File: src/rtl/fm0_decoder.sv
// FM0 (bi-phase space) line decoder: locks on the first line edge, samples each
// symbol at its quarter points and emits one data bit per symbol through a ready/valid port.
module fm0_decoder (
    input  logic       clk,
    input  logic       rst,
    input  logic [3:0] sym_period,
    input  logic       in_fm0,
    input  logic       in_vld,
    output logic       out_bit,
    output logic       out_vld,
    input  logic       out_rdy,
    output logic       err_cv,
    output logic       err_ovf,
    output logic       locked
);

    typedef enum logic [0:0] {
        IDLE = 1'b0,
        RUN  = 1'b1
    } state_t;

    state_t     state;
    logic [3:0] cnt;
    logic       prev;
    logic       have_b;
    logic       last_b;
    logic       s_a;
    logic       s_b;

    logic [4:0] qa;
    logic [4:0] qb;
    logic [4:0] p_last;
    logic       p_ok;
    logic       trans;
    logic       at_qa;
    logic       at_qb;
    logic       at_end;
    logic       consume_run;
    logic       sb_now;
    logic       dec_bit;
    logic       produce;
    logic       cv;

    // Sample-point decode and per-sample decisions
    always_comb begin
        qa          = {3'b000, sym_period[3:2]};
        qb          = {2'b00, sym_period[3:1]} + {3'b000, sym_period[3:2]};
        p_last      = {1'b0, sym_period} - 5'd1;
        p_ok        = (sym_period >= 4'd4);
        trans       = (in_fm0 != prev);
        at_qa       = ({1'b0, cnt} == qa);
        at_qb       = ({1'b0, cnt} == qb);
        at_end      = ({1'b0, cnt} == p_last);
        consume_run = in_vld && p_ok && (state == RUN);
        // For P=4 the second sample point coincides with the last sample
        sb_now      = at_qb ? in_fm0 : s_b;
        dec_bit     = (s_a == sb_now);
        cv          = consume_run && at_qa && have_b && (in_fm0 == last_b);
        produce     = consume_run && at_end;
    end

    // Lock FSM, symbol counter, sample capture and output handshake
    always_ff @(posedge clk) begin
        if (!rst) begin
            state   <= IDLE;
            cnt     <= 4'd0;
            prev    <= 1'b0;
            have_b  <= 1'b0;
            last_b  <= 1'b0;
            s_a     <= 1'b0;
            s_b     <= 1'b0;
            out_bit <= 1'b0;
            out_vld <= 1'b0;
            err_cv  <= 1'b0;
            err_ovf <= 1'b0;
            locked  <= 1'b0;
        end else begin
            err_cv  <= 1'b0;
            err_ovf <= 1'b0;

            if (produce) begin
                if (!out_vld || out_rdy) begin
                    out_bit <= dec_bit;
                    out_vld <= 1'b1;
                end else begin
                    err_ovf <= 1'b1;
                end
            end else if (out_rdy) begin
                out_vld <= 1'b0;
            end

            if (in_vld) begin
                prev <= in_fm0;
                if (!p_ok) begin
                    state  <= IDLE;
                    locked <= 1'b0;
                    cnt    <= 4'd0;
                    have_b <= 1'b0;
                end else begin
                    case (state)
                        IDLE: begin
                            if (trans) begin
                                state  <= RUN;
                                locked <= 1'b1;
                                cnt    <= 4'd1;
                                have_b <= 1'b0;
                            end
                        end
                        RUN: begin
                            if (cv) begin
                                err_cv <= 1'b1;
                                state  <= IDLE;
                                locked <= 1'b0;
                                cnt    <= 4'd0;
                                have_b <= 1'b0;
                            end else begin
                                if (at_qa) s_a <= in_fm0;
                                if (at_qb) s_b <= in_fm0;
                                if (at_end) begin
                                    have_b <= 1'b1;
                                    last_b <= sb_now;
                                    // An edge on the last sample is an early boundary
                                    cnt    <= trans ? 4'd1 : 4'd0;
                                end else if ((cnt == 4'd1) && trans) begin
                                    cnt    <= 4'd1;
                                end else begin
                                    cnt    <= cnt + 4'd1;
                                end
                            end
                        end
                        default: begin
                            state  <= IDLE;
                            locked <= 1'b0;
                            cnt    <= 4'd0;
                            have_b <= 1'b0;
                        end
                    endcase
                end
            end
        end
    end

endmodule

File: config.mk
export PLATFORM = sky130hd
export DESIGN_NAME = fm0_decoder
export DESIGN_NICKNAME = d
export VERILOG_FILES = /design/src/rtl/fm0_decoder.sv
export SDC_FILE = /design/constraint.sdc
export NUM_CORES = 1
export LEC_CHECK = 0
export CAP_MARGIN = 20
export CORE_ASPECT_RATIO = 0.7
export CORE_MARGIN = 3
export CORE_UTILIZATION = 55
export CTS_CLUSTER_SIZE = 14
export DETAILED_ROUTE_END_ITERATION = 7
export GPL_TIMING_DRIVEN = 0
export PLACE_DENSITY = 0.9
export SLEW_MARGIN = 30
export SYNTH_ARGS = -nofsm -noshare
export SYNTH_HDL_FRONTEND = slang
export SYNTH_SLANG_ARGS = --single-unit
File: constraint.sdc
create_clock -name clk -period 6.12 [get_ports clk]
set_clock_uncertainty 0.05 [all_clocks]
set_input_delay 1.836 -clock clk [delete_from_list [all_inputs] [get_ports clk]]
set_output_delay 1.836 -clock clk [all_outputs]
set_load 0.02 [all_outputs]
* Word level (Yosys, flattened, before mapping)
Index checks and enable logic that the tools add are counted.
Storage, ports and cells: word-level logic and storage cells 75, bits in writable memories 0, input bits 9, memory bits (read-only) 0, memories kept 0, bits in latches 0, flip-flop bits (word level) 15, output and inout bits 5
Cells by class: reductions and logical operators 20, mux-type cells 26, div/mod/pow operators 0, $add $sub $neg 3, $mul 0, shifts and indexed selects 0, equality and inequality tests 11, bitwise operators 2, magnitude comparators 1
Operator list (count):
- 4-bit 2-to-1 mux | 5
- 1-bit 2-to-1 mux | 17
- 5-bit AND reduction | 2
- 4-bit one-hot mux with 2 select lines | 1
- 2-bit AND reduction | 4
- 4-bit AND reduction | 2
- 1-bit logical AND | 7
- 1-bit one-hot mux with 2 select lines | 3
- 3-bit AND reduction | 2
- 4-bit by 5-bit == test with 1-bit output | 1
- 4-bit by 1-bit subtractor with 5-bit output (second input constant) | 1
- 3-bit by 2-bit adder with 4-bit output | 1
- 4-bit by 1-bit adder with 4-bit output (second input constant) | 1
- 4-bit by 1-bit == test with 1-bit output (second input constant) | 1
- 4-bit by 2-bit == test with 1-bit output | 1
- 4-bit == test | 1
- 4-bit by 3-bit >= comparator with 1-bit output (second input constant) | 1
- 4-bit by 2-bit != test with 1-bit output (second input constant) | 1
- 3-bit by 2-bit != test with 1-bit output (second input constant) | 1
- 3-bit != test (second input constant) | 1
- 1-bit == test | 2
- 2-bit by 1-bit != test with 1-bit output (second input constant) | 1
- 1-bit inverter | 2
- 2-bit nonzero test | 1
- 3 further kinds | 3

* Depth between registers and ports, before layout
depth in word-level cells 9, depth in mapped cells 8, gate-level depth less buffers 8

* Worst setup path before layout
No wires, ideal clock.
path kind input port to flip-flop, start input port sym_period[1], end register out_bit, data arrival time 3.462 ns, setup time 0.091 ns, data required time 5.979 ns, slack 2.517 ns, cell stages on the path 8, path buffers 0, path through ha_1 -> inv_1 -> fa_1 -> xnor2_1 -> nor2_1 -> and4_1 -> or3_1 -> a311oi_1
On the way: longest elaborated chain between the ends 5, elaborated cells on any way between the ends 11, those cells by class add/sub (2); order compare (1); eq/ne (3); mux (1); reduce/logical (4)
Ends and longest elaborated chain:
- start: declaration | RTL line 6 | input logic [3:0] sym_period,
- parallel branches: the longest is 5 deep, another holds 4-bit by 1-bit subtractor with 5-bit output
- end signal: assignment | RTL line 83 | out_bit <= dec_bit;
- end: declaration | RTL line 9 | output logic out_bit,
Parallel ways; which one is timed is not known. A chain may end at the register's enable or synchronous reset.

* Final worst setup path
start input port sym_period[2], end register cnt[1]
On the way: longest elaborated chain between the ends 9, elaborated cells on any way between the ends 15, those cells by class add/sub (1); order compare (1); eq/ne (3); mux (4); reduce/logical (6)
Ends and longest elaborated chain:
- parallel branches: the longest is 9 deep, another holds 4-bit by 1-bit subtractor with 5-bit output
- end signal: assignment | RTL line 123 | cnt <= trans ? 4'd1 : 4'd0;
- end signal: assignment | RTL line 127 | cnt <= cnt + 4'd1;
- end: declaration | RTL line 23 | logic [3:0] cnt;
Parallel ways; which one is timed is not known.

==> Implementation_results.wiki <==
{| class="wikitable"
! Metric !! Value
|-
| Largest net degree at the start of global routing || 10
|-
| WL final || 2503 um
|-
| Clock group share of total power || 0.264
|-
| Average instance area after synthesis || about 8.6 um2
|-
| Post-detailed-route count of antenna-violating nets || 0
|-
| Cells along the critical path || clkdlybuf4s50_1 -> inv_1 -> ha_1 -> nand3b_1 -> nor4b_2 -> a21oi_1 -> o21ai_0 -> nor2_1
|-
| Overall routing resource usage || 0.2149
|-
| Die area || 0.002552 mm2
|-
| Worst Path Arrival || 4530 ps
|-
| Largest vdd supply drop || between 0.1 and 0.15 mV
|-
| Fraction of layout cells with a size suffix above 1 || 0.07042
|-
| Number of clock sinks || 15
|-
| Utilization after layout || 0.7354
|-
| Critical path required time || ~6200 ps
|-
| Slew Viols, Final || 0
|-
| Area Growth Syn to Fin || 15.90%
|-
| Buffering stage count on the worst path with inverters included || 2
|-
| TritonCTS clock tree || built
|-
| Root buf cell || clkbuf_4
|-
| Fraction of registers with async set/reset || 0
|-
| Top FF cell, synth || dfxtp_1
|-
| Final hold violations || 0
|-
| Post-synthesis cell count || 126
|-
| Clock latency of the later-clocked register in the worst-skew pair || 290 ps
|-
| Max-slew headroom at the worst pin || 0.4379
|-
| Final clock period utilization by the worst path || 0.7193
|-
| Number of global-route vias before repair || about 1000
|-
| H-tree lvl count || 1
|-
| Final Wtd Congestion || 0.8841
|-
| Total power after layout || 0.2201 mW
|-
| Total of max-cap violations || 0
|-
| Type of the setup path with the least slack || input port to flip-flop
|-
| HPWL reported at the end of detailed placement || around 1900 um
|-
| Core ar. || 0.001712 mm2
|-
| Die outline height || around 43 um
|-
| Outcome || completed
|-
| Worst hold slack after final layout || approximately 460 ps
|-
| Cell family with most CP delay || simple AND/OR/NAND/NOR gates
|-
| Input/output buffers || 12
|-
| Register clock-pin slew on the reported worst setup and hold paths || 90 ps
|-
| Fraction of power spent switching nets || 0.3115
|-
| Pre-Repair DR Iteration Count || 4
|-
| Post-CTS Setup Bufs || 0
|-
| Post-CTS sizing || 0
|-
| Count of final setup violators || 0
|-
| Worst min-delay path category || flip-flop to flip-flop
|-
| Number of storage elements in the synthesis netlist || 15
|-
| Initial detailed-routing violation count || 47
|-
| EDFF count, synth || 0
|-
| Post-detailed-route wirelength per cell || 15.36 um
|-
| Combinational Power Share || 0.266
|-
| Antenna violations before repair || 0
|-
| First-pass GRT wire length || around 4200 um
|-
| Number of buffers added by the clock tree synthesis step || 3
|-
| Max stage delay cell, worst path || clkdlybuf4s50_1
|-
| I/O pin count || 14
|-
| Sequential cell area fraction in the yosys report || 0.2765
|-
| P per Cell Area || 174.9 mW/mm2
|-
| CP max stage delay || 630 ps
|-
| CP startpoint kind || input port
|-
| Reported leakage power || 0.5221 nW
|-
| Maximum root-to-sink buffer count || 2
|-
| Biggest fanout along the worst timing path || 8
|-
| Number of nets in the synthesized netlist || 146
|-
| DIE WIDTH || 59.11 um
|-
| Summed negative setup slack over all endpoints || 0 ps
|-
| Type of destination of the critical path || flip-flop
|-
| Unrepaired setup endpoints after global routing || no
|-
| Cts-stage hold buffer count || 0
|-
| Net switching power figure || about 0.069 mW
|-
| Via count of the routed design || 969
|-
| Synth warnings || 0
|-
| Number of design rule violations left after detail routing || 0
|-
| Slew at the pin closest to its max-slew limit || 836.0 ps
|-
| Total number of nets in the final design || 163
|-
| Area of the mapped netlist || 0.001086 mm2
|-
| Synth cell types || 38
|-
| Average via count per standard cell || 5.945
|-
| Final min period || 4402 ps
|-
| Inserted Diodes || 0
|-
| P_int || 0.1516 mW
|-
| Initial standard-cell utilization of the core || 0.6345
|-
| Filler Cells Inserted || 133
|-
| Number of core rows || 12
|-
| Final global-route overflow total || 0
|-
| Internal reg-to-reg setup slack || 4090 ps
|-
| Max Fclk || 0.2272 GHz
|-
| Fraction of power consumed by sequential logic || 0.470
|}
[stage by stage]
stage / std cells / worst slack (ps) / instance area [um2]
after global placement: 159 / 1635 / 1232
after CTS: 163 / 1806 / 1259
final: 163 / 1718 / 1259
after floorplan: 126 / 2517 / 1086
after global routing: 163 / 1605 / 1259
after detailed placement: 159 / 1503 / 1232
[path summary, 6_finish.rpt]
kind	startpoint	end	depth (start not counted)
hold reg to reg	locked$_SDFFE_PN0P_	locked$_SDFFE_PN0P_	2
setup / recovery	sym_period[2]	cnt[1]$_SDFFE_PN0P_	8
hold / removal	locked$_SDFFE_PN0P_	locked$_SDFFE_PN0P_	2
setup reg to reg	cnt[0]$_SDFFE_PN0P_	cnt[1]$_SDFFE_PN0P_	6
[cell type report]
class | instances | area [um2] | share of cell area
plain buffers | 4 | 26.28 | 0.02087
clock buffers | 4 | 26.28 | 0.02087
inverters | 10 | 37.54 | 0.02982
multi-input cells | 97 | 721.9 | 0.5736
flip-flops and latches | 15 | 300.3 | 0.2386
well taps | 21 | 26.28 | 0.02087
repair buffers | 12 | 120.1 | 0.09543
[registers in the layout, summed over array words and instances (netlist names)]
signal and cells:
prev 1, have_b 1, last_b 1, state 1
out_bit 1, s_a 1, out_vld 1, err_ovf 1
locked 1, err_cv 1, cnt 4, s_b 1
[routing by layer]
layer,global-route usage,share of wire,vias to the layer above
met4,0.06335,0.010,0
li1,-,-,469
met1,0.2727,0.45,468
met5,0,0,-
met3,0.05775,0.070,5
met2,0.3524,0.47,27
[power by group through the flow]
stage	clock network (mW)	registers [mW]	logic [mW]
CTS	0.0600	0.103	0.0577
detailed placement	0	0.106	0.0571
finish	0.0581	0.104	0.0585
floorplan	0	0.106	0.0385
global route	0.0635	0.104	0.0642
global placement	0	0.105	0.0534
[synth_stat cells, types with 3 or more instances]
| library cell | n | share of area |
|---|---|---|
| nand3_1 | 3 | 0.014 |
| o21ai_0 | 6 | 0.028 |
| xnor2_1 | 6 | 0.048 |
| nor3_1 | 3 | 0.014 |
| dfxtp_1 | 15 | 0.28 |
| nor2_1 | 12 | 0.041 |
| a31oi_1 | 3 | 0.017 |
| ha_1 | 10 | 0.12 |
| xor2_1 | 7 | 0.056 |
| buf_2 | 3 | 0.014 |
| nand2_1 | 4 | 0.014 |
| a21oi_1 | 8 | 0.037 |
| nand2b_1 | 4 | 0.023 |
| inv_1 | 9 | 0.031 |
[worst min-delay path: stages (launching register included)]
cell     delay, ps
dfxtp_1        330
o21ai_0         80
a21oi_1         60
[cell families after synthesis]
family,count (synthesis),synth area share
mux,2,0.01843
compound gates,27,0.1636
fa+ha+maj,11,0.1336
simple gates,43,0.2235
buf+inv,14,0.05875
xor+xnor,14,0.1256
flops,15,0.2765
[cell usage in the layout (no fill, tap or decap), types with 3 or more instances in the layout]
cell type / synthesis / routed
dfxtp_1: 15 / 15
ha_1: 10 / 10
nor2_1: 12 / 12
nand2_1: 4 / 4
nand3_1: 3 / 3
nor3_1: 3 / 3
xor2_1: 7 / 7
buf_2: 3 / 3
a31oi_1: 3 / 3
a21oi_1: 8 / 8
o21ai_0: 6 / 6
clkbuf_4: 0 / 3
inv_1: 9 / 9
xnor2_1: 6 / 6
clkdlybuf4s50_1: 0 / 12
nand2b_1: 4 / 4
(Power assumes the default switching activity.)
